`config.mk`:
```
export PLATFORM = sky130hd
export DESIGN_NAME = branch_target_unit
export DESIGN_NICKNAME = d
export VERILOG_FILES = /design/src/rtl/branch_target_unit.sv
export SDC_FILE = /design/constraint.sdc
export NUM_CORES = 1
export LEC_CHECK = 0
export ABC_CLOCK_PERIOD_IN_PS = 3300
export CAP_MARGIN = 30
export CORE_UTILIZATION = 35
export DETAILED_ROUTE_END_ITERATION = 6
export HOLD_SLACK_MARGIN = 0.08
export PLACE_DENSITY = 0.9
export SETUP_SLACK_MARGIN = 0.3
export SYNTH_ARGS = -nofsm -noshare
export SYNTH_HDL_FRONTEND = slang
export SYNTH_SLANG_ARGS = --single-unit
```
`constraint.sdc`:
```
create_clock -name clk -period 3.3 [get_ports clk]
set_input_delay 0.825 -clock clk [delete_from_list [all_inputs] [get_ports clk]]
set_output_delay 0.825 -clock clk [all_outputs]
set_load 0.05 [all_outputs]
```
`src/rtl/branch_target_unit.sv`:
```
// Branch target calculator with a valid/ready result stage, plus an optional direct-mapped BTB.
// The BTB is built only when BRANCH_TARGET_BTB_EN is defined; otherwise the prediction outputs read 0.
module branch_target_unit #(
  parameter int XLEN         = 32,
  parameter int BTB_DEPTH    = 16,
  parameter int OFFSET_SHIFT = 0
) (
  input  logic            clk,
  input  logic            rst_n,
  input  logic            calc_valid,
  output logic            calc_ready,
  input  logic [XLEN-1:0] calc_pc,
  input  logic [XLEN-1:0] calc_offset,
  output logic            tgt_valid,
  input  logic            tgt_ready,
  output logic [XLEN-1:0] tgt_addr,
  output logic            tgt_misalign,
  input  logic [XLEN-1:0] lookup_pc,
  output logic            pred_hit,
  output logic            pred_taken,
  output logic [XLEN-1:0] pred_target,
  input  logic            upd_valid,
  input  logic            upd_taken,
  input  logic [XLEN-1:0] upd_pc,
  input  logic [XLEN-1:0] upd_target
);

  logic [XLEN-1:0] shifted_offset;
  logic [XLEN-1:0] target_sum;
  logic            calc_accept;

  assign shifted_offset = calc_offset << OFFSET_SHIFT;
  assign target_sum     = calc_pc + shifted_offset;
  assign calc_ready     = !tgt_valid || tgt_ready;
  assign calc_accept    = calc_valid && calc_ready;

  // Result register: loads on accept, empties on drain, otherwise holds under backpressure.
  always_ff @(posedge clk) begin
    if (!rst_n) begin
      tgt_valid    <= 1'b0;
      tgt_addr     <= '0;
      tgt_misalign <= 1'b0;
    end else if (calc_accept) begin
      tgt_valid    <= 1'b1;
      tgt_addr     <= target_sum;
      tgt_misalign <= (target_sum[1:0] != 2'b00);
    end else if (tgt_ready) begin
      tgt_valid    <= 1'b0;
    end
  end

`ifdef BRANCH_TARGET_BTB_EN

  localparam int IDX_W = $clog2(BTB_DEPTH);
  localparam int TAG_W = XLEN - IDX_W - 2;

  logic [BTB_DEPTH-1:0] btb_valid;
  logic [TAG_W-1:0]     btb_tag    [BTB_DEPTH];
  logic [XLEN-1:0]      btb_target [BTB_DEPTH];
  logic [1:0]           btb_ctr    [BTB_DEPTH];

  logic [IDX_W-1:0] lk_idx;
  logic [TAG_W-1:0] lk_tag;
  logic             lk_hit;
  logic [IDX_W-1:0] up_idx;
  logic [TAG_W-1:0] up_tag;
  logic             up_hit;
  logic             up_alloc;

  assign lk_idx   = lookup_pc[IDX_W+1:2];
  assign lk_tag   = lookup_pc[XLEN-1:IDX_W+2];
  assign lk_hit   = btb_valid[lk_idx] && (btb_tag[lk_idx] == lk_tag);
  assign up_idx   = upd_pc[IDX_W+1:2];
  assign up_tag   = upd_pc[XLEN-1:IDX_W+2];
  assign up_hit   = btb_valid[up_idx] && (btb_tag[up_idx] == up_tag);
  assign up_alloc = upd_valid && !up_hit && upd_taken;

  // Lookup samples the arrays before this edge's update lands, giving read-before-write.
  always_ff @(posedge clk) begin
    if (!rst_n) begin
      pred_hit    <= 1'b0;
      pred_taken  <= 1'b0;
      pred_target <= '0;
    end else begin
      pred_hit    <= lk_hit;
      pred_taken  <= lk_hit && btb_ctr[lk_idx][1];
      pred_target <= lk_hit ? btb_target[lk_idx] : '0;
    end
  end

  always_ff @(posedge clk) begin
    if (!rst_n) begin
      btb_valid <= '0;
    end else if (up_alloc) begin
      btb_valid[up_idx] <= 1'b1;
    end
  end

  // Entry payload carries no reset; the valid bits hide stale contents.
  always_ff @(posedge clk) begin
    if (upd_valid && up_hit) begin
      if (upd_taken) begin
        btb_target[up_idx] <= upd_target;
        if (btb_ctr[up_idx] != 2'b11) btb_ctr[up_idx] <= btb_ctr[up_idx] + 2'd1;
      end else if (btb_ctr[up_idx] != 2'b00) begin
        btb_ctr[up_idx] <= btb_ctr[up_idx] - 2'd1;
      end
    end else if (up_alloc) begin
      btb_tag[up_idx]    <= up_tag;
      btb_target[up_idx] <= upd_target;
      btb_ctr[up_idx]    <= 2'b10;
    end
  end

  logic unused_pc_low;
  assign unused_pc_low = ^{lookup_pc[1:0], upd_pc[1:0]};

`else

  assign pred_hit    = 1'b0;
  assign pred_taken  = 1'b0;
  assign pred_target = '0;

  logic unused_btb_inputs;
  assign unused_btb_inputs = ^{lookup_pc, upd_valid, upd_taken, upd_pc, upd_target};

`endif

endmodule

```
== After elaboration in Yosys (flattened, before gate mapping) ==
Index checks and enable logic that the tools add are counted.

* Logic and storage cells: 11
* Register bits: 34
* Output and inout port bits: 69
* Bits of input ports: 166

* Add/subtract/negate cells: 1
* Reduce and logical (&&, ||, !) cells: 5
* Muxes and demuxes: 2

{| class="wikitable"
|+ Operator list
! operator !! count
|-
| $add A32 B32 Y32 || 1
|-
| $reduce_bool A2 Y1 || 2
|-
| $mux W1 || 2
|-
| $logic_and A1 B1 Y1 || 1
|-
| $logic_not A1 Y1 || 1
|-
| $logic_or A1 B1 Y1 || 1
|}

== Depth between registers and ports, before layout ==
Gate-level depths: netlist (run 1).

* Depth in word-level cells: 4
* Depth in mapped cells: 9
* Depth with buffers taken out: 9

== Worst setup path before layout (run 1) ==
No wires, ideal clock.

* Path kind: input port to flip-flop
* Start point: input port calc_pc[9]
* End point: register tgt_addr[23]
* Buffers on the path: 0
* Arrival: 2.604 ns
* Setup time: 0.117 ns
* Stages: 8
* Required time: 3.183 ns
* Slack: 0.579 ns
* Cells stage by stage: ha_1 > a21o_1 > a21oi_2 > o311a_4 > a2111o_1 > a21oi_2 > or3_1 > a32o_1

* Cells in the longest elaborated chain, start to end: 1

{| class="wikitable"
|+ Ends and longest elaborated chain
! item !! line !! text
|-
| start: declaration || 12 || <nowiki>input logic [XLEN-1:0] calc_pc,</nowiki>
|-
| $add A32 B32 Y32 || 33 || <nowiki>assign target_sum = calc_pc + shifted_offset;</nowiki>
|-
| end signal: assignment || 45 || <nowiki>tgt_addr <= target_sum;</nowiki>
|-
| end: declaration || 16 || <nowiki>output logic [XLEN-1:0] tgt_addr,</nowiki>
|}

No other way between the ends.
A chain may end at the register's enable or synchronous reset.

== Worst setup path after layout (run 1) ==
* Start point: input port calc_pc[0]
* End point: register tgt_addr[28]

The elaborated chain is that of the path after synthesis.

==> flow_metrics.env, run 1 <==
export IMPL_wl_per_cell_um=15.6
export IMPL_fin_crit_ns=3.00
export IMPL_end_kind="flip-flop"
export IMPL_synth_top_area_cell="dfxtp_1"
export IMPL_required_ns=3.51
export IMPL_maxSlewHeadroom_pct=64.8
export IMPL_netlist_cell_type_count=68
export IMPL_worstSetupEndpoint="tgt_addr[28]$_SDFFE_PN0P_"
export IMPL_finalMaxSlewViolations=0
export IMPL_yosys_top_cells_area="dfxtp_1, ha_1, buf_4"
export IMPL_drc=0
export IMPL_coreArea_um2=9200
export IMPL_seq_area_frac_synth_pct=20.5
export IMPL_hold_viol_final=0
export IMPL_numCtsBuffers=5
export IMPL_skew_ns=0.00554
export IMPL_clk_pin_slew_ns=0.07
export IMPL_cts_tree="yes"
export IMPL_r2r_cells=5
export IMPL_avgViaCountPerCell=5.49
export IMPL_mostFrequentLayoutCell="clkdlybuf4s50_1"
export IMPL_dieArea_um2=9860
export IMPL_antenna_found_initial=0
export IMPL_gr_total_overflow=0
export IMPL_nets=746
export IMPL_drive_gt1_share_pct=12.9
export IMPL_grt_pass1_vias=3297
export IMPL_ys_ff_latch=34
export IMPL_worst_pin_slew_ns=0.527
export IMPL_synth_async_reset_ratio_pct=0
export IMPL_dp_cells=649
export IMPL_synth_edf_count=0
export IMPL_num_fill_cells=856
export IMPL_fin_cells=660
export IMPL_syn_area_um2=3310
export IMPL_clockBufferDepth=2
export IMPL_start_util_pct=36.0
export IMPL_critPathMaxFanout=3
export IMPL_startpoint="calc_pc[0]"
export IMPL_fp_dieW_um=99.3
export IMPL_place_ws_ns=-0.105
export IMPL_worst_slack_ns=0.303
export IMPL_maxCapViolations=0
export IMPL_rr_endpoint="tgt_addr[31]$_SDFFE_PN0P_"
export IMPL_clock_root_buffer="clkbuf_8"
export IMPL_numClockSinks=34
export IMPL_min_delay_path_class="reg -> reg"
export IMPL_worstSkewPairLatency_ns=0.29
export IMPL_grt_max_degree=25
export IMPL_grt_util_all_layers_pct=19.9
export IMPL_boundaryPins=235
export IMPL_antennaDiodeCount=0
export IMPL_postRouteAntennaNets=0
export IMPL_drt_pass1_iterations=5
export IMPL_startpoint_type="input port"
export IMPL_place_congestion=0.891
export IMPL_peakVddDrop_mv=0.160
export IMPL_final_util_pct=51.0
export IMPL_setup_viol=0
export IMPL_synth_avg_cell_area_um2=7.73
export IMPL_route_vias_total=3621
export IMPL_status="completed"
export IMPL_worstPathArrival_ns=3.21
export IMPL_cts_hold_fix_buffers=0
export IMPL_rsz0062_at_grt="true"
export IMPL_syn_inst=429
export IMPL_core_rowCount=35
export IMPL_finalCritPeriodShare_pct=90.8
export IMPL_r2r_setup_slack_ns=1.75
export IMPL_grt_pass1_wl_um=15600
export IMPL_p_per_area_nw_per_um2=371
export IMPL_yosysTopAreaCellShare_pct=20.5
export IMPL_io_buffers=102
export IMPL_yosysWarnings=0
export IMPL_totalPowerFinal_uw=1740
export IMPL_first_iter_violations=247
export IMPL_fmax_mhz=334
export IMPL_area_growth_syn_to_layout_pct=41.5
export IMPL_r2r_start="tgt_valid$_SDFFE_PN0P_"
export IMPL_ys_flop_type="dfxtp_1"
export IMPL_wirelength_um=10300
export IMPL_layout_common_cells="clkdlybuf4s50_1, nand2_1, a21oi_1"
export IMPL_path_class="in -> reg"
export IMPL_p_leak_uw=0.00190
export IMPL_worstHoldStart="tgt_addr[13]$_SDFFE_PN0P_"
export IMPL_cts_max_level=2
export IMPL_die_h_um=99.3
export IMPL_dpl_hpwl_um=7990
repair_timing:
action,CTS,global route
pin swaps,2,10
buffers inserted,0,3
hold endpoints to repair,0,0
resized for setup,3,21
setup endpoints to repair,6,14
stage by stage:
stage,instance area [um2],hold slack [ns],TNS [ns]
finish,4690,0.450,0
global route,4690,0.477,0
CTS,4570,0.456,0
detailed placement,4450,0.447,-0.278
global placement,4450,0.439,-0.0139
floorplan,3440,0.671,0
metal layers:
layer / wire length [um] / vias to the layer above / part of all wire [%] / global-route usage [%]
met5: 0 / - / 0 / 0
met1: 4390 / 1705 / 43 / 25.3
met2: 5060 / 153 / 49 / 34.2
li1: - / 1739 / - / -
met4: 296 / 0 / 2.9 / 7.35
met3: 545 / 24 / 5.3 / 2.67
final cells by class:
cell class	instances	area, um2	area share (%)
timing repair buffer	128	1210	25.9
multi-input combinational	366	2520	53.7
clock buffer	7	86.3	1.84
inverter	13	48.8	1.04
tap	111	139	2.96
clock inverter	1	5.00	0.107
sequential	34	681	14.5
registers in the layout, summed over array words and instances, names as in the netlist:
signal and count:
tgt_valid 1, tgt_addr 32, tgt_misalign 1
Yosys cell counts, types with 3 or more instances:
cell,count
ha_1,31
and3_1,7
o21a_1,6
a31oi_1,7
nor2b_1,5
buf_4,34
nor3_1,11
clkbuf_1,12
dfxtp_1,34
xnor2_1,13
nand2_1,46
o21ai_0,16
a21oi_1,43
xor2_1,3
a32o_1,3
o211ai_1,4
nand3_1,23
o21bai_1,3
a21o_1,15
nor2_1,26
and2_1,6
inv_1,12
nand4_1,4
a211oi_1,4
or3_1,4
worst max-delay path: stages:
cell and delay (ns):
clkdlybuf4s50_1 0.43, ha_2 0.23, fa_2 0.40, a21oi_4 0.20
o211ai_1 0.14, a21o_1 0.21, a31oi_2 0.25, a211oi_2 0.12
mux2_2 0.28, o22ai_1 0.12
power breakdown:
group          leakage (uW)  internal, uW  switching [uW]  total [uW]
clock network     0.0000482           169             158         327
logic               0.00158           364             574         937
registers          0.000281           453            23.7         477
worst min-delay path by stage:
| stage | to | slack, ns | depth (start not counted) |
|---|---|---|---|
| finish | tgt_addr[13]$_SDFFE_PN0P_ | 0.45 | 2 |
| CTS | tgt_addr[13]$_SDFFE_PN0P_ | 0.46 | 2 |
| floorplan | tgt_addr[10]$_SDFFE_PN0P_ | 0.67 | 2 |
| detailed placement | tgt_addr[13]$_SDFFE_PN0P_ | 0.45 | 2 |
| global route | tgt_addr[13]$_SDFFE_PN0P_ | 0.48 | 2 |
| global placement | tgt_addr[6]$_SDFFE_PN0P_ | 0.44 | 2 |
cells by family (layout without fill, tap and decap cells):
family	count (synthesis)	in the layout	synth area share, %
and+or+nand+nor	146	146	21.8
AOI/OAI and AO/OA	135	135	29.1
DFF	34	34	20.5
buffers and inverters	62	149	11.0
muxes	3	3	0.944
other	1	34	0.113
adders and majority gates	32	32	12.3
xor gates and xnor gates	16	16	4.23
Power figures use the tool's default switching activity.
==> inputs of run 2 (changes only) <==
ABC_CLOCK_PERIOD_IN_PS = 2800   (was 3300)
clock period = 2.8 ns   (was 3.3 ns; I/O delays follow)
==> run 2 against run 1 <==
  * Core utilization increased by 12 points
  * Design area increased by 23%
  * Non-clock buffer count increased by 87
  * Sequential share of layout area decreased by 2.7 points
  * Clock skew increased by 0.0052 ns
  * Largest power group unchanged
  * Register-to-register slack got worse by 0.61 ns
  * Largest cell class unchanged
  * Setup slack got worse by 0.013 ns
  * Critical endpoint is now tgt_addr[24]$_SDFFE_PN0P_
  * Total power increased by 44%
==> flow_metrics.env, run 2 (synthesis gave the netlist of run 1 again) <==
export IMPL_status="completed"
export IMPL_required_ns=2.99
export IMPL_grt_pass1_wl_um=18500
export IMPL_r2r_cells=6
export IMPL_clockBufferDepth=2
export IMPL_top_layer_used="met4"
export IMPL_min_delay_path_class="reg -> reg"
export IMPL_final_util_pct=62.6
export IMPL_peakVddDrop_mv=0.308
export IMPL_start_util_pct=36.0
export IMPL_hold_path_end="tgt_addr[11]$_SDFFE_PN0P_"
export IMPL_maxSlewHeadroom_pct=64.9
export IMPL_antennaDiodeCount=0
export IMPL_dp_cells=709
export IMPL_fin_cells=747
export IMPL_drt_pass1_iterations=4
export IMPL_met3_length_um=806
export IMPL_crit_slowest_cell="a311oi_2"
export IMPL_cp_slowest_stage_delay_ns=0.26
export IMPL_boundaryPins=235
export IMPL_route_vias_total=4128
export IMPL_p_clk_share_pct=22.4
export IMPL_hold_depth=2
export IMPL_p_leak_uw=0.00245
export IMPL_cts_tree="yes"
export IMPL_startpoint_type="input port"
export IMPL_postRouteAntennaNets=0
export IMPL_critPathMaxFanout=4
export IMPL_mostFrequentLayoutCell="buf_4"
export IMPL_path_class="in -> reg"
export IMPL_rsz0062_at_grt="true"
export IMPL_area_growth_syn_to_layout_pct=73.8
export IMPL_grt_util_all_layers_pct=23.1
export IMPL_finalMaxSlewViolations=0
export IMPL_grt_pass1_vias=3933
export IMPL_hold_viol_final=0
export IMPL_maxCapViolations=0
export IMPL_crit_buf_inv=4
export IMPL_hold_worst_slack_ns=0.465
export IMPL_wirelength_um=12200
export IMPL_skew_ns=0.0108
export IMPL_gr_total_overflow=0
export IMPL_switchingPower_uw=1020
export IMPL_fp_dieW_um=99.3
export IMPL_num_fill_cells=682
export IMPL_r2r_start="tgt_valid$_SDFFE_PN0P_"
export IMPL_avgViaCountPerCell=5.53
export IMPL_grt_max_degree=23
export IMPL_place_congestion=0.922
export IMPL_drc=0
export IMPL_path_cells="buf_6 > ha_4 > a21o_1 > a21oi_2 > o311a_4 > buf_6 > buf_4 > buf_4 > a31oi_2 > a311oi_2 > xnor2_1 > a22o_1"
export IMPL_layout_common_cells="buf_4, clkdlybuf4s50_1, nand2_1"
export IMPL_path_delay_family="compound AO/OA/AOI/OAI gates"
export IMPL_r2r_setup_slack_ns=1.14
export IMPL_place_area_um2=5010
export IMPL_cts_max_level=2
export IMPL_numClockSinks=34
export IMPL_clock_root_buffer="clkbuf_8"
export IMPL_worstSkewPairLatency_ns=0.30
export IMPL_nets=833
export IMPL_reg_top3="tgt_addr: 32 flops, tgt_misalign: 1 flops, tgt_valid: 1 flops"
export IMPL_setup_viol=0
export IMPL_finalCritPeriodShare_pct=89.6
export IMPL_fin_area_um2=5760
export IMPL_coreArea_um2=9200
export IMPL_clk_pin_slew_ns=0.09
export IMPL_power_internal_uw=1490
export IMPL_comb_power_share_pct=55.1
export IMPL_io_buffers=102
export IMPL_wl_met1_um=4940
export IMPL_core_rowCount=35
export IMPL_worstPathArrival_ns=2.70
export IMPL_drive_gt1_share_pct=36.5
export IMPL_multi_input_area_um2=2940
export IMPL_p_per_area_nw_per_um2=436
export IMPL_worst_pin_slew_ns=0.525
export IMPL_numCtsBuffers=5
export IMPL_end_kind="flip-flop"
export IMPL_dpl_hpwl_um=8730
export IMPL_rr_endpoint="tgt_addr[25]$_SDFFE_PN0P_"
export IMPL_wl_per_cell_um=16.4
export IMPL_regArea_um2=681
export IMPL_antenna_found_initial=0
export IMPL_dieArea_um2=9860
export IMPL_fmax_mhz=398
export IMPL_swShare_pct=40.7
export IMPL_power_frac_seq_pct=22.5
export IMPL_largest_reg_flops=32
export IMPL_fin_crit_ns=2.51
export IMPL_regMostFlops="tgt_addr"
export IMPL_die_h_um=99.3
export IMPL_first_iter_violations=302
export IMPL_met2_length_um=6210
export IMPL_worstHoldStart="tgt_addr[11]$_SDFFE_PN0P_"
==> run 2: worst max path at each step <==
stage | start | end | depth (start not counted) | slack [ns]
after floorplan | calc_pc[12] | tgt_addr[23]$_SDFFE_PN0P_ | 9 | 0.28
after global placement | calc_pc[0] | tgt_addr[24]$_SDFFE_PN0P_ | 10 | -0.32
after detailed placement | calc_pc[1] | tgt_addr[23]$_SDFFE_PN0P_ | 9 | -0.37
after CTS | calc_offset[21] | tgt_addr[28]$_SDFFE_PN0P_ | 10 | 0.28
after global routing | calc_offset[9] | tgt_addr[24]$_SDFFE_PN0P_ | 12 | 0.24
final | calc_offset[9] | tgt_addr[24]$_SDFFE_PN0P_ | 12 | 0.29
==> run 2: repair_timing <==
item | CTS | global route
pin swaps | 51 | 48
endpoints found under the setup margin | 22 | 17
hold endpoints to repair | 0 | 0
buffers inserted | 13 | 17
resized for setup | 112 | 75
hold buffers | 0 | 0
==> run 2: area by class of cell <==
type	instances	share of cell area (%)
multi-input cells	366	51.1
repair buffers	215	31.5
flip-flops and latches	34	11.8
well taps	111	2.41
clock buffers	5	1.19
clock inverters	3	1.19
inverters	13	0.847
==> run 2: metal layers <==
layer,vias to the layer above,track usage (%)
met4,0,7.35
met5,-,0
met1,1962,28.2
met3,39,3.09
li1,1924,-
met2,203,41.8
==> run 2: stage by stage <==
step | worst slack [ns] | TNS (ns) | total power (uW)
after floorplan | 0.279 | 0 | 1320
after global placement | -0.324 | -3.89 | 1730
after CTS | 0.278 | 0 | 2400
final | 0.290 | 0 | 2510
after global routing | 0.242 | 0 | 2610
after detailed placement | -0.367 | -5.12 | 1760
==> run 2: power groups by stage <==
stage	clock network, uW	logic (uW)	registers [uW]
floorplan	0	580	743
finish	563	1380	564
global route	586	1460	570
global placement	0	1150	573
CTS	564	1270	565
detailed placement	0	1180	576
==> run 2: worst register-to-register path, cell delays in order, from the launching register on <==
cell and delay [ns]:
dfxtp_1 0.31, nand2b_1 0.17, nand2_1 0.26, nor2_1 0.41
nand3_1 0.14, nor3_1 0.16, a311o_1 0.14
